--- src/rtl/bus68k_pkg.sv ---
// Shared types and constants for the 68000-style bus initiator: state encoding,
// strobe levels, bus widths and the per-state bus control decode.
package bus68k_pkg;

  localparam int ADDR_W = 23;
  localparam int DATA_W = 16;

  localparam logic STRB_ON  = 1'b0;
  localparam logic STRB_OFF = 1'b1;

  typedef enum logic [2:0] {
    ST_IDLE,
    ST_ADDR,
    ST_STRB,
    ST_WAIT,
    ST_LATCH,
    ST_END
  } bus_state_e;

  typedef struct packed {
    logic as_n;
    logic uds_n;
    logic lds_n;
    logic rw;
    logic data_oe;
  } bus_ctl_t;

  localparam bus_ctl_t CTL_IDLE = '{as_n: STRB_OFF, uds_n: STRB_OFF, lds_n: STRB_OFF,
                                    rw: 1'b1, data_oe: 1'b0};

  // Bus pin levels for a given state. Write data strobes trail AS by one cycle
  // so the data bus has settled before the target sees UDS/LDS.
  function automatic bus_ctl_t decode_ctl(bus_state_e st, logic rw, logic [1:0] be);
    bus_ctl_t c;
    c = CTL_IDLE;
    case (st)
      ST_ADDR: c.rw = rw;
      ST_STRB: begin
        c.rw      = rw;
        c.as_n    = STRB_ON;
        c.data_oe = ~rw;
        if (rw) begin
          c.uds_n = ~be[1];
          c.lds_n = ~be[0];
        end
      end
      ST_WAIT, ST_LATCH: begin
        c.rw      = rw;
        c.as_n    = STRB_ON;
        c.uds_n   = ~be[1];
        c.lds_n   = ~be[0];
        c.data_oe = ~rw;
      end
      ST_END: begin
        c.rw      = rw;
        c.data_oe = ~rw;
      end
      default: c = CTL_IDLE;
    endcase
    return c;
  endfunction

endpackage

--- src/rtl/bus_sync.sv ---
// N-stage synchronizer for an asynchronous active-low bus input; resets to the
// negated (high) level so a reset never looks like an acknowledge.
module bus_sync #(
  parameter int STAGES = 2
) (
  input  logic CPUCLK_IN,
  input  logic RESETN_IN,
  input  logic async_d,
  output logic sync_q
);

  logic [STAGES-1:0] ff;

  always_ff @(posedge CPUCLK_IN or negedge RESETN_IN) begin
    if (!RESETN_IN) ff <= '1;
    else            ff <= {ff[STAGES-2:0], async_d};
  end

  assign sync_q = ff[STAGES-1];

endmodule

--- src/rtl/bus_initiator_68k.sv ---
// 68000-style asynchronous bus master: sequences ADDR/AS/UDS/LDS/RW for a single
// word or byte transfer, waits for DTACK or BERR, and terminates on timeout.
module bus_initiator_68k
  import bus68k_pkg::*;
#(
  parameter int TIMEOUT_CYCLES = 1024,
  parameter int SYNC_STAGES    = 2
) (
  input  logic              CPUCLK_IN,
  input  logic              RESETN_IN,
  input  logic              REQ_IN,
  input  logic              RW_IN,
  input  logic [1:0]        BE_IN,
  input  logic [ADDR_W-1:0] ADDR_IN,
  input  logic [DATA_W-1:0] WDATA_IN,
  output logic              BUSY_OUT,
  output logic              ACK_OUT,
  output logic              ERR_OUT,
  output logic [DATA_W-1:0] RDATA_OUT,
  output logic [ADDR_W-1:0] ADDR_OUT,
  output logic              RW_OUT,
  output logic              AS_N_OUT,
  output logic              UDS_N_OUT,
  output logic              LDS_N_OUT,
  output logic [DATA_W-1:0] DATA_OUT,
  output logic              DATA_OE_OUT,
  input  logic [DATA_W-1:0] DATA_IN,
  input  logic              DTACK_N_IN,
  input  logic              BERR_N_IN
);

  bus_state_e        state_q, state_d;
  logic [15:0]       wait_cnt_q, wait_cnt_d;
  logic              rw_q, rw_d;
  logic [1:0]        be_q, be_d;
  logic              accept;
  logic              ack_d, err_d;
  logic              ack_q, err_q;
  bus_ctl_t          ctl_q;
  logic              dtack_n_s, berr_n_s;
  logic [ADDR_W-1:0] addr_q;
  logic [DATA_W-1:0] wdata_q, rdata_q;

  bus_sync #(.STAGES(SYNC_STAGES)) u_sync_dtack (
    .CPUCLK_IN (CPUCLK_IN),
    .RESETN_IN (RESETN_IN),
    .async_d   (DTACK_N_IN),
    .sync_q    (dtack_n_s)
  );

  bus_sync #(.STAGES(SYNC_STAGES)) u_sync_berr (
    .CPUCLK_IN (CPUCLK_IN),
    .RESETN_IN (RESETN_IN),
    .async_d   (BERR_N_IN),
    .sync_q    (berr_n_s)
  );

  // NOTE: every signal driven here gets a default first so no path leaves it
  // unassigned; a missing default would infer a latch.
  always_comb begin
    state_d    = state_q;
    wait_cnt_d = '0;
    accept     = 1'b0;
    ack_d      = 1'b0;
    err_d      = 1'b0;
    case (state_q)
      ST_IDLE: begin
        if (REQ_IN) begin
          if (BE_IN != 2'b00) begin
            state_d = ST_ADDR;
            accept  = 1'b1;
          end else begin
            ack_d = 1'b1;
            err_d = 1'b1;
          end
        end
      end
      ST_ADDR:  state_d = ST_STRB;
      ST_STRB:  state_d = ST_WAIT;
      ST_WAIT: begin
        if (!dtack_n_s) begin
          state_d = ST_LATCH;
        end else if (!berr_n_s) begin
          state_d = ST_END;
          err_d   = 1'b1;
        end else if (wait_cnt_q == 16'(TIMEOUT_CYCLES - 1)) begin
          state_d = ST_END;
          err_d   = 1'b1;
        end else begin
          wait_cnt_d = wait_cnt_q + 16'd1;
        end
      end
      ST_LATCH: state_d = ST_END;
      ST_END:   state_d = ST_IDLE;
      default:  state_d = ST_IDLE;
    endcase
    if (state_d == ST_END) ack_d = 1'b1;
  end

  // The request fields are only latched at the accepting edge, so the pin
  // decode for the ADDR state has to look at the live inputs.
  assign rw_d = accept ? RW_IN : rw_q;
  assign be_d = accept ? BE_IN : be_q;

  // NOTE: sequential state uses non-blocking assignments so every flop samples
  // pre-edge values regardless of statement order.
  always_ff @(posedge CPUCLK_IN or negedge RESETN_IN) begin
    if (!RESETN_IN) begin
      state_q    <= ST_IDLE;
      wait_cnt_q <= '0;
      ack_q      <= 1'b0;
      err_q      <= 1'b0;
      ctl_q      <= CTL_IDLE;
    end else begin
      state_q    <= state_d;
      wait_cnt_q <= wait_cnt_d;
      ack_q      <= ack_d;
      err_q      <= err_d;
      ctl_q      <= decode_ctl(state_d, rw_d, be_d);
    end
  end

  always_ff @(posedge CPUCLK_IN or negedge RESETN_IN) begin
    if (!RESETN_IN) begin
      addr_q  <= '0;
      rw_q    <= 1'b1;
      be_q    <= 2'b00;
      wdata_q <= '0;
      rdata_q <= '0;
    end else begin
      if (accept) begin
        addr_q <= ADDR_IN;
        rw_q   <= RW_IN;
        be_q   <= BE_IN;
        if (!RW_IN) wdata_q <= WDATA_IN;
      end
      if (state_q == ST_LATCH && rw_q) rdata_q <= DATA_IN;
    end
  end

  assign BUSY_OUT    = (state_q != ST_IDLE);
  assign ACK_OUT     = ack_q;
  assign ERR_OUT     = err_q;
  assign RDATA_OUT   = rdata_q;
  assign ADDR_OUT    = addr_q;
  assign DATA_OUT    = wdata_q;
  assign RW_OUT      = ctl_q.rw;
  assign AS_N_OUT    = ctl_q.as_n;
  assign UDS_N_OUT   = ctl_q.uds_n;
  assign LDS_N_OUT   = ctl_q.lds_n;
  assign DATA_OE_OUT = ctl_q.data_oe;

endmodule
--- config.mk ---
export PLATFORM = sky130hd
export DESIGN_NAME = bus_initiator_68k
export DESIGN_NICKNAME = d
export VERILOG_FILES = /design/src/rtl/bus68k_pkg.sv /design/src/rtl/bus_sync.sv /design/src/rtl/bus_initiator_68k.sv
export SDC_FILE = /design/constraint.sdc
export NUM_CORES = 1
export LEC_CHECK = 0
export BUFFER_PORTS_ARGS = -buffer_cell sky130_fd_sc_hd__buf_2
export CAP_MARGIN = 20
export CELL_PAD_IN_SITES_DETAIL_PLACEMENT = 0
export CELL_PAD_IN_SITES_GLOBAL_PLACEMENT = 1
export CORE_ASPECT_RATIO = 0.8
export CORE_MARGIN = 2
export CORE_UTILIZATION = 38
export CTS_CLUSTER_DIAMETER = 80
export DETAILED_ROUTE_END_ITERATION = 12
export PLACE_DENSITY_LB_ADDON = 0.1
export SYNTH_ARGS = -nofsm -noshare
export SYNTH_HDL_FRONTEND = slang
export SYNTH_SLANG_ARGS = --single-unit
--- constraint.sdc ---
create_clock -name CPUCLK_IN -period 2.4 [get_ports CPUCLK_IN]
set_clock_uncertainty 0.1 [all_clocks]
set_input_delay 0.24 -clock CPUCLK_IN [delete_from_list [all_inputs] [get_ports CPUCLK_IN]]
set_output_delay 0.24 -clock CPUCLK_IN [all_outputs]
set_load 0.005 [all_outputs]
==> out/metrics.cfg, run 1 <==
[clock_network]
clk_pin_slew_ps=60
cts_resized=0
cts_root_buf=clkbuf_16
clk-insertion-delay-late_ps=340
clock_sinks=88
cts.htree.levels=3
cts_tree=yes
cts_buffer_depth=2
cts-buffers-inserted=9

[synth]
synth_top_cell_by_area=dfrtp_1
yosys_warnings=0
async_flop_share_pct=100.0
ys.flop_type=dfrtp_1
synth_area_sq_um=3588
synth_top_area_share_pct=55.09
synthTopCellsByArea=dfrtp_1 (55%), nand2_1 (8.7%), mux2_2 (7.2%), dfstp_2 (6.6%), mux2_4 (4.2%)
synth_edf_count=0
synth_area_per_cell_sq_um=11.84
yosysUniqueCellTypes=38
ys_seq_elements=88
seq_area_frac_synth_pct=61.68
synth_fp_nets=367
syn-instance-count=303

[drt]
drtPass1Iterations=4
dr.first_iter.drc_count=129
routedWlPerCell_microns=13.54
ant_nets=0
vias_per_cell=4.524
vias=2624
drt_wl_total_mm=7.852
drc=0

[die]
fp.dieH_microns=90.92
start_util_pct=39.37
die-area_sq_um=10240
coreArea_sq_um=9115
io_pins=126
die_x_microns=112.6
num_rows=31

[timing]
finalSetupViolations=0
final.period_utilization_pct=83.31
hold_viol_final=0
fmax_ghz=0.5001
maxSlewHeadroom_pct=67.14
setup_tns_ps=0
maxSlewViolCount=0
min_period_ps=1999
rsz0062_at_grt=false
worst_slew_pin_slew_ps=492.8

[grt]
globalRouteOverflowTotal=0
grt_pass1_vias=2629
antenna_found_initial=0
grt_first_pass_wirelength_mm=13.38
grt_util_all_layers_pct=16.75
grt_max_degree=38

[layout]
mostFrequentLayoutCells=buf_2 (124), nand2_1 (83), dfrtp_1 (79), dlygate4sd3_1 (26), mux2_2 (23)
nets=524
layout_commonest_cell=buf_2
area_growth_pct=36.58
drive_gt1_share_pct=41.94
stdcell_count=580
antenna_cells=0
n_fill_cell=823
multi_input_area_sq_um=1276
final-seq-area_sq_um=2213

[job]
maxCapViolCount=0

[place]
port_buffers=125
dpl.cell_count=538
place.detailed.hpwl_mm=5.594
place_congestion=0.7237

[min_path]
min-delay-start=WDATA_IN[5]
worstHoldPathCells=2
hp-class=primary input to register
min_to=DATA_OUT[5]

[pwr]
internal_power_w=0.003742
p_sw_share_pct=29.54
combinationalPowerShare_pct=30.1
p_per_area_nw_per_um2=1084
p_leak_nw=2.434
p_switching_w=0.001569
ir_drop_uv=630.4
p_seq_share_pct=44.0
clkPwrFrac_pct=25.9

[setup_path]
slowest_stage=dfrtp_1
rrSetupSlack_ps=400
r2r-end=DATA_OUT[7]
reg2regPathDepth=4
cp_top_family=simple AND/OR/NAND/NOR gates
cp_cell_sequence=nor4b_4, o21ai_2, nor2_8, mux2_2
start_kind=register
cp_slowest_stage_delay_ps=480
r2r-start=state_q[0]
cp.required_ps=2530
critPathMaxFanout=16
critical_path_class=register to register
critPathBufInv=0
end_kind=register
cp.arrival_ps=2130

[run_status]
status=finished, final reports clean

==> cell usage after synthesis, drive strengths merged, types with 2 or more instances <==
library cell	n
nor4	4
buf	9
and3	3
a21oi	4
dfrtp	79
inv	4
o21ai	2
xnor2	14
nor3	5
mux2	33
nand4	3
nor2b	2
dfstp	9
clkbuf	3
nand2	83
o31ai	2
a211o	3
nor2	22
nand3	6
==> flip-flops by register name, indices dropped and copies added (netlist names), 2 cells and up <==
register and cells:
be_q 2, ADDR_OUT 23, u_sync_dtack.ff 2, u_sync_berr.ff 2
RDATA_OUT 16, wait_cnt_q 16, DATA_OUT 16, state_q 3
==> power groups by stage <==
stage | Sequential (W) | Clock (W) | Combinational, W
2_1_floorplan | 0.00237 | 0 | 0.000862
5_1_grt | 0.00241 | 0.00149 | 0.00180
4_1_cts | 0.00234 | 0.00144 | 0.00164
3_3_place_gp | 0.00235 | 0 | 0.00158
6_report | 0.00234 | 0.00138 | 0.00160
3_5_place_dp | 0.00236 | 0 | 0.00160
==> final cells by class <==
class | count | area share [%]
multi-input combinational | 199 | 26.04
tap | 115 | 2.936
inverter | 4 | 0.3064
sequential | 88 | 45.16
clock buffer | 10 | 4.672
timing repair buffer | 158 | 19.45
clock inverter | 6 | 1.430
==> worst register-to-register path, stage by stage, from the launching register on <==
cell,delay (ps)
dfrtp_1,480
nor4b_4,420
o21ai_2,170
nor2_8,330
mux2_2,390
==> what timing repair did <==
item,in CTS,in global routing
hold endpoints to repair,58,0
setup buffers,0,0
hold buffers,26,0
==> logic make-up after synthesis <==
logic type                 synth area share (%)
xor gates and xnor gates                  3.661
adders and majority gates                0.3486
buffers and inverters                     2.824
and+or+nand+nor                           16.95
AOI/OAI and AO/OA                         3.138
muxes                                     11.40
DFF                                       61.68
==> through the flow <==
step	area [sq um]	total power [W]	hold WS, ps	worst slack (ps)	utilization, %
global route	4901	0.005709	17.47	286.0	53.77
CTS	4901	0.005414	12.21	376.8	53.77
global placement	4342	0.003925	138.9	433.8	47.63
floorplan	3588	0.003231	-155.6	541.4	-
finish	4901	0.005311	29.33	400.6	53.77
detailed placement	4342	0.003956	145.1	383.8	47.63
==> how the worst max path moves through the flow <==
stage                     cells after the start        from  slack (ps)           to
after floorplan                               6  state_q[0]         540  DATA_OUT[0]
after global placement                        4  state_q[0]         430  DATA_OUT[7]
after detailed placement                      4  state_q[0]         380  DATA_OUT[7]
after CTS                                     4  state_q[0]         380  DATA_OUT[7]
after global routing                          4  state_q[1]         290  DATA_OUT[4]
final                                         4  state_q[0]         400  DATA_OUT[7]
==> layer usage <==
layer	up-vias	GRT usage (%)	wire (microns)
met2	84	23.60	3374
met1	1214	24.34	3872
li1	1317	-	-
met4	0	5.793	118
met5	-	0	0
met3	9	5.168	486
(Power assumes the default switching activity.)
==> run 2: changes to the inputs <==
--- a/config.mk
+++ b/config.mk
@@ -5,13 +5,14 @@
 export SDC_FILE = /design/constraint.sdc
 export NUM_CORES = 1
 export LEC_CHECK = 0
+export ABC_AREA = 1
 export BUFFER_PORTS_ARGS = -buffer_cell sky130_fd_sc_hd__buf_2
 export CAP_MARGIN = 20
 export CELL_PAD_IN_SITES_DETAIL_PLACEMENT = 0
 export CELL_PAD_IN_SITES_GLOBAL_PLACEMENT = 1
 export CORE_ASPECT_RATIO = 0.8
 export CORE_MARGIN = 2
-export CORE_UTILIZATION = 38
+export CORE_UTILIZATION = 34
 export CTS_CLUSTER_DIAMETER = 80
 export DETAILED_ROUTE_END_ITERATION = 12
 export PLACE_DENSITY_LB_ADDON = 0.1
==> constraint.sdc (replaced) <==
create_clock -name CPUCLK_IN -period 1.7 [get_ports CPUCLK_IN]
set_clock_uncertainty 0.1 [all_clocks]
set_input_delay 0.17 -clock CPUCLK_IN [delete_from_list [all_inputs] [get_ports CPUCLK_IN]]
set_output_delay 0.17 -clock CPUCLK_IN [all_outputs]
set_load 0.005 [all_outputs]
==> run 2 against run 1 <==
  * Global-route usage shrank 0.75 points
  * Sequential cell count is the same
  * Final cell count grew 24%
  * Synthesized cell count grew 22%
==> out/metrics.cfg, run 2 <==
[drt]
drt_wl_total_mm=9.064  ; was 7.852 mm
routedWlPerCell_microns=12.55  ; was 13.54 microns
drtPass1Iterations=4  ; unchanged
drc=0  ; unchanged
dr.first_iter.drc_count=133  ; was 129
ant_nets=0  ; unchanged
vias_per_cell=4.238  ; was 4.524
vias=3060  ; was 2624

[synth]
synthTopCellsByArea=dfrtp_1 (54%), nand2_1 (16%), dfstp_2 (6.4%), mux2_4 (4.1%), nor2_1 (3.5%)  ; was dfrtp_1 (55%), nand2_1 (8.7%), mux2_2 (7.2%), dfstp_2 (6.6%), mux2_4 (4.2%)
synth_fp_nets=434  ; was 367
async_flop_share_pct=100.0  ; unchanged
synth_top_cell_by_area=dfrtp_1  ; unchanged
synth_area_per_cell_sq_um=9.962  ; was 11.84 sq um
ys_top_cells_by_count=nand2_1 (154), dfrtp_1 (79), nor2_1 (34)  ; was nand2_1 (83), dfrtp_1 (79), mux2_2 (23)
synth_area_sq_um=3686  ; was 3588 sq um
seq_area_frac_synth_pct=60.05  ; was 61.68%
ys.flop_type=dfrtp_1  ; unchanged
yosysMostFrequentCell=nand2_1  ; unchanged
syn-instance-count=370  ; was 303
synth_edf_count=0  ; unchanged
synth_top_area_share_pct=53.63  ; was 55.09%
yosysUniqueCellTypes=30  ; was 38
ys_seq_elements=88  ; unchanged
yosys_warnings=0  ; unchanged

[die]
start_util_pct=35.43  ; was 39.37%
coreArea_sq_um=10410  ; was 9115 sq um
fp.dieH_microns=97.13  ; was 90.92 microns
die-area_sq_um=11700  ; was 10240 sq um
io_pins=126  ; unchanged
die_x_microns=120.4  ; was 112.6 microns
num_rows=33  ; was 31

[setup_path]
cp.required_ps=1850  ; was 2530 ps
cp.arrival_ps=1720  ; was 2130 ps
reg2regPathDepth=7  ; was 4
r2r-end=wait_cnt_q[13]  ; was DATA_OUT[7]
start_kind=register  ; unchanged
critPathMaxFanout=5  ; was 16
r2r-start=wait_cnt_q[0]  ; was state_q[0]
end_kind=register  ; unchanged
rrSetupSlack_ps=120  ; was 400 ps
critical_path_class=register to register  ; unchanged
cp-startpoint=wait_cnt_q[0]  ; was state_q[0]
crit_path_end=wait_cnt_q[13]  ; was DATA_OUT[7]

[pwr]
p_per_area_nw_per_um2=1432  ; was 1084 nW/um^2
ir_drop_uv=610.2  ; was 630.4 uV
p_leak_nw=2.852  ; was 2.434 nW

[place]
place.detailed.hpwl_mm=6.157  ; was 5.594 mm
dpl.cell_count=639  ; was 538
place_congestion=0.8083  ; was 0.7237
port_buffers=125  ; unchanged

[clock_network]
clk-insertion-delay-late_ps=330  ; was 340 ps
cts.htree.levels=3  ; unchanged
cts-buffers-inserted=9  ; unchanged
cts_root_buf=clkbuf_16  ; unchanged
clock_sinks=88  ; unchanged
cts_buffer_depth=2  ; unchanged
cts_tree=yes  ; unchanged
clk_pin_slew_ps=60  ; about the same

[timing]
min_period_ps=1576  ; was 1999 ps
fmax_ghz=0.6343  ; was 0.5001 GHz
worst_slew_pin_slew_ps=335.7  ; was 492.8 ps
maxSlewViolCount=0  ; unchanged
maxSlewHeadroom_pct=77.62  ; was 67.14%
rsz0062_at_grt=false  ; unchanged
hold_viol_final=0  ; unchanged
setup_tns_ps=0  ; unchanged
final.period_utilization_pct=92.73  ; was 83.31%
finalSetupViolations=0  ; unchanged

[job]
maxCapViolCount=0  ; unchanged

[layout]
mostFrequentLayoutCells=nand2_1 (154), buf_2 (124), dfrtp_1 (79), dlygate4sd3_1 (60), nor2_1 (33)  ; was buf_2 (124), nand2_1 (83), dfrtp_1 (79), dlygate4sd3_1 (26), mux2_2 (23)
drive_gt1_share_pct=35.91  ; was 41.94%
nets=641  ; was 524
layout_commonest_cell=nand2_1  ; was buf_2
antenna_cells=0  ; unchanged
stdcell_count=722  ; was 580
largest_reg_flops=23  ; unchanged
area_growth_pct=49.56  ; was 36.58%

[grt]
grt_first_pass_wirelength_mm=14.75  ; was 13.38 mm
grt_pass1_vias=2969  ; was 2629
globalRouteOverflowTotal=0  ; unchanged
grt_util_all_layers_pct=15.99  ; was 16.75%
antenna_found_initial=0  ; unchanged
grt_max_degree=36  ; was 38

[min_path]
hp-class=primary input to register  ; unchanged

[run_status]
status=finished, final reports clean  ; unchanged

## run 2: cell count changes in the layout (fill, tap and decap cells not counted), sizes merged, moves of 4 or more
cell / previous run / this run
nand3: 6 / 11
dlygate4sd3: 26 / 60
nor4: 4 / 0
xnor2: 14 / 3
nor2: 22 / 42
inv: 5 / 22
nand2: 83 / 156
mux2: 33 / 16
nand4: 3 / 7
buf: 132 / 144
## run 2: stage by stage
| step | total power (W) | hold WS, ps | utilization, % | cell area (sq um) | setup WS (ps) |
|---|---|---|---|---|---|
| after floorplan | 0.004651 | -225.6 | - | 3686 | 208.9 |
| after global placement | 0.005771 | -33.12 | 43.54 | 4531 | 87.89 |
| after detailed placement | 0.005793 | -30.21 | 43.54 | 4531 | 51.61 |
| after CTS | 0.007956 | 62.70 | 52.26 | 5438 | 34.06 |
| after global routing | 0.008510 | 68.47 | 52.98 | 5513 | 4.702 |
| final | 0.007895 | 72.09 | 52.98 | 5513 | 123.6 |
## run 2: cell families after synthesis
family | count (synthesis) | synth area share (%)
compound gates | 6 | 1.052
mux | 16 | 5.906
buf+inv | 31 | 4.514
simple gates | 221 | 26.48
fa+ha+maj | 1 | 0.3394
xor+xnor | 7 | 1.663
flops | 88 | 60.05
## run 2: power by group
part,internal (W),leakage (nW),total [W],switching [W]
clock,0.00118,0.145,0.00200,0.000821
sequential,0.00289,1.09,0.00329,0.000396
combinational,0.00132,1.61,0.00260,0.00128
## run 2: how the worst min path moves through the flow
stage	from	endpoint	slack, ps	depth (start not counted)
floorplan	RESETN_IN	ACK_OUT	-230	0
global placement	RESETN_IN	DATA_OUT[10]	-30	1
detailed placement	RESETN_IN	DATA_OUT[10]	-30	1
CTS	RW_IN	DATA_OUT[15]	60	4
global route	RW_IN	DATA_OUT[15]	70	4
finish	RW_IN	DATA_OUT[15]	70	4
## run 2: what timing repair did
item,4_1_cts,5_1_grt
gates resized for setup,0,2
hold endpoints to repair,143,0
hold buffers,60,0
setup buffers,0,6
endpoints found under the setup margin,0,27
## run 2: worst max-delay path, stage by stage, from the launching register on
cell     delay [ps]
dfrtp_1         400
ha_1            240
nand3_2         110
nor2_4           50
nand2_2         120
nand3_4         140
buf_12          160
nor3_1          170
## run 2: metal layers
| metal | share of wire (%) | GRT usage (%) | vias up |
|---|---|---|---|
| met5 | 0 | 0 | - |
| met4 | 1.0 | 4.830 | 0 |
| met3 | 6.5 | 5.106 | 7 |
| met2 | 43 | 23.42 | 99 |
| met1 | 50 | 22.63 | 1382 |
| li1 | - | - | 1572 |
## run 2: final cells by class
cell class,instances,area [sq um]
clock buffer,10,239.0
tap,140,175.2
inverter,22,85.08
timing repair buffer,204,1409
sequential,88,2213
clock inverter,6,67.56
multi-input combinational,252,1324
fill,991,4892
==> run 3: changes to the inputs <==
--- a/config.mk
+++ b/config.mk
@@ -16,6 +16,7 @@
 export CTS_CLUSTER_DIAMETER = 80
 export DETAILED_ROUTE_END_ITERATION = 12
 export PLACE_DENSITY_LB_ADDON = 0.1
+export SETUP_SLACK_MARGIN = 0.2
 export SYNTH_ARGS = -nofsm -noshare
 export SYNTH_HDL_FRONTEND = slang
 export SYNTH_SLANG_ARGS = --single-unit
==> run 3 against run 2 <==
  * First-iteration DRC count is 21% lower
  * Power is 1.9% higher
  * Critical path depth unchanged
  * Die area unchanged
  * Largest cell class unchanged
  * Largest power group unchanged
  * Highest routed layer unchanged
==> out/metrics.cfg, run 3 (synthesized netlist as in run 2, its figures left out) <==
[run_status]
status=finished, final reports clean  ; unchanged

[timing]
maxSlewHeadroom_pct=81.48  ; was 77.62%
fmax_ghz=0.6457  ; was 0.6343 GHz
finalSetupViolations=0  ; unchanged
worst_slew_pin_slew_ps=277.7  ; was 335.7 ps
final.period_utilization_pct=91.10  ; was 92.73%
hold_viol_final=0  ; unchanged
setup_tns_ps=0  ; unchanged
rsz0062_at_grt=true  ; was false
min_period_ps=1549  ; was 1576 ps
maxSlewViolCount=0  ; unchanged
setup_slack_ps=151.4  ; was 123.6 ps

[setup_path]
cp.required_ps=1820  ; was 1850 ps
start_kind=register  ; unchanged
critPathMaxFanout=6  ; was 5
r2r-start=wait_cnt_q[0]  ; unchanged
r2r-end=wait_cnt_q[2]  ; was wait_cnt_q[13]
cp.arrival_ps=1670  ; was 1720 ps
reg2regPathDepth=7  ; unchanged
rrSetupSlack_ps=150  ; was 120 ps
end_kind=register  ; unchanged
critical_path_class=register to register  ; unchanged

[grt]
grt_util_all_layers_pct=16.48  ; was 15.99%
grt_pass1_vias=3087  ; was 2969
globalRouteOverflowTotal=0  ; unchanged
grt_first_pass_wirelength_mm=15.18  ; was 14.75 mm
antenna_found_initial=0  ; unchanged
grt_max_degree=36  ; unchanged

[layout]
largest_reg_flops=23  ; unchanged
mostFrequentLayoutCells=nand2_1 (151), buf_2 (124), dfrtp_1 (78), dlygate4sd3_1 (60), nor2_1 (29)  ; was nand2_1 (154), buf_2 (124), dfrtp_1 (79), dlygate4sd3_1 (60), nor2_1 (33)
layout_commonest_cell=nand2_1  ; unchanged
n_fill_cell=979  ; was 991
multi_input_area_sq_um=1399  ; was 1324 sq um
area_growth_pct=54.65  ; was 49.56%
antenna_cells=0  ; unchanged
stdcell_count=733  ; was 722
drive_gt1_share_pct=39.29  ; was 35.91%
final-seq-area_sq_um=2215  ; was 2213 sq um
nets=652  ; was 641
post-route-util_pct=54.79  ; was 52.98%

[drt]
vias_per_cell=4.261  ; was 4.238
ant_nets=0  ; unchanged
routedWlPerCell_microns=12.76  ; was 12.55 microns
drc=0  ; unchanged
drtPass1Iterations=4  ; unchanged
vias=3123  ; was 3060
dr.first_iter.drc_count=105  ; was 133
drt_wl_total_mm=9.354  ; was 9.064 mm

[clock_network]
cts.htree.levels=3  ; unchanged
cts_root_buf=clkbuf_16  ; unchanged
cts_buffer_depth=2  ; unchanged
cts-buffers-inserted=9  ; unchanged
clk_pin_slew_ps=60  ; about the same
clock_sinks=88  ; unchanged
cts_tree=yes  ; unchanged
clk-insertion-delay-late_ps=330  ; about the same

[pwr]
internal_power_w=0.005484  ; was 0.005395 W
p_per_area_nw_per_um2=1411  ; was 1432 nW/um^2
clkPwrFrac_pct=24.8  ; was 25.4%
ir_drop_uv=643.3  ; was 610.2 uV
p_leak_nw=2.940  ; was 2.852 nW
p_seq_share_pct=40.8  ; was 41.6%
combinationalPowerShare_pct=34.3  ; was 33.0%
p_sw_share_pct=31.81  ; was 31.67%
p_switching_w=0.002559  ; was 0.002500 W

[die]
coreArea_sq_um=10410  ; unchanged
die-area_sq_um=11700  ; unchanged
fp.dieH_microns=97.13  ; unchanged
io_pins=126  ; unchanged
die_x_microns=120.4  ; unchanged
start_util_pct=35.43  ; unchanged
num_rows=33  ; unchanged

[place]
place_congestion=0.8083  ; unchanged
dpl.cell_count=639  ; unchanged
place.detailed.hpwl_mm=6.157  ; unchanged
post-place-ws_ps=51.61  ; unchanged
port_buffers=125  ; unchanged

[min_path]
min_to=ACK_OUT  ; was DATA_OUT[15]
worstHoldPathCells=4  ; unchanged
hp-class=primary input to register  ; unchanged
min-delay-start=BE_IN[0]  ; was RW_IN

[job]
maxCapViolCount=0  ; unchanged

[run 3: cell count changes in the layout (fill, tap and decap cells not counted), sizes merged]
cell	change
buf	+11
clkinv	-1
inv	+1
[run 3: through the flow]
stage,power (W),instance area (sq um),hold slack (ps)
global route,0.008665,5700,57.39
global placement,0.005771,4531,-33.12
floorplan,0.004651,3686,-225.6
finish,0.008043,5700,42.81
detailed placement,0.005793,4531,-30.21
CTS,0.008061,5569,34.43
[run 3: area by class of cell]
class                   instances  area share, %
flip-flops and latches         88          38.85
repair buffers                215          26.62
multi-input cells             252          24.54
clock buffers                  10          4.192
well taps                     140          3.073
inverters                      22          1.536
clock inverters                 6          1.185
[run 3: power by group through the flow]
stage	clock [W]	sequential (W)	combinational (W)
final	0.00200	0.00328	0.00276
after global routing	0.00217	0.00338	0.00311
after CTS	0.00207	0.00328	0.00271
after detailed placement	0	0.00329	0.00250
after global placement	0	0.00330	0.00247
after floorplan	0	0.00338	0.00127
[run 3: worst max-delay path, stage by stage (launching register included)]
cell	delay, ps
dfrtp_1	390
ha_2	230
nand3_4	90
nor2_4	200
nand2_4	100
nand3_4	140
buf_4	150
nor2_1	40
[run 3: timing repair]
item	CTS	global route
setup endpoints to repair	53	56
setup buffers	12	5
cloned	1	0
pin swaps	6	9
endpoints found under the hold margin	143	0
hold buffers	60	0
resized for setup	6	24
[run 3: per-layer routing]
layer,part of all wire [%],global-route usage (%),up-vias
li1,-,-,1596
met1,47,23.00,1419
met2,45,24.68,99
met3,6.9,5.106,9
met4,1.1,4.830,0
met5,0,0,-
[run 3: worst max-delay path by stage]
stage	start	end	slack [ps]	depth (start not counted)
final	wait_cnt_q[0]	wait_cnt_q[2]	150	7
after global routing	wait_cnt_q[0]	wait_cnt_q[2]	70	7
after CTS	state_q[1]	RDATA_OUT[12]	210	5
after detailed placement	wait_cnt_q[0]	UDS_N_OUT	50	8
after global placement	wait_cnt_q[0]	LDS_N_OUT	90	8
after floorplan	wait_cnt_q[0]	wait_cnt_q[9]	210	7
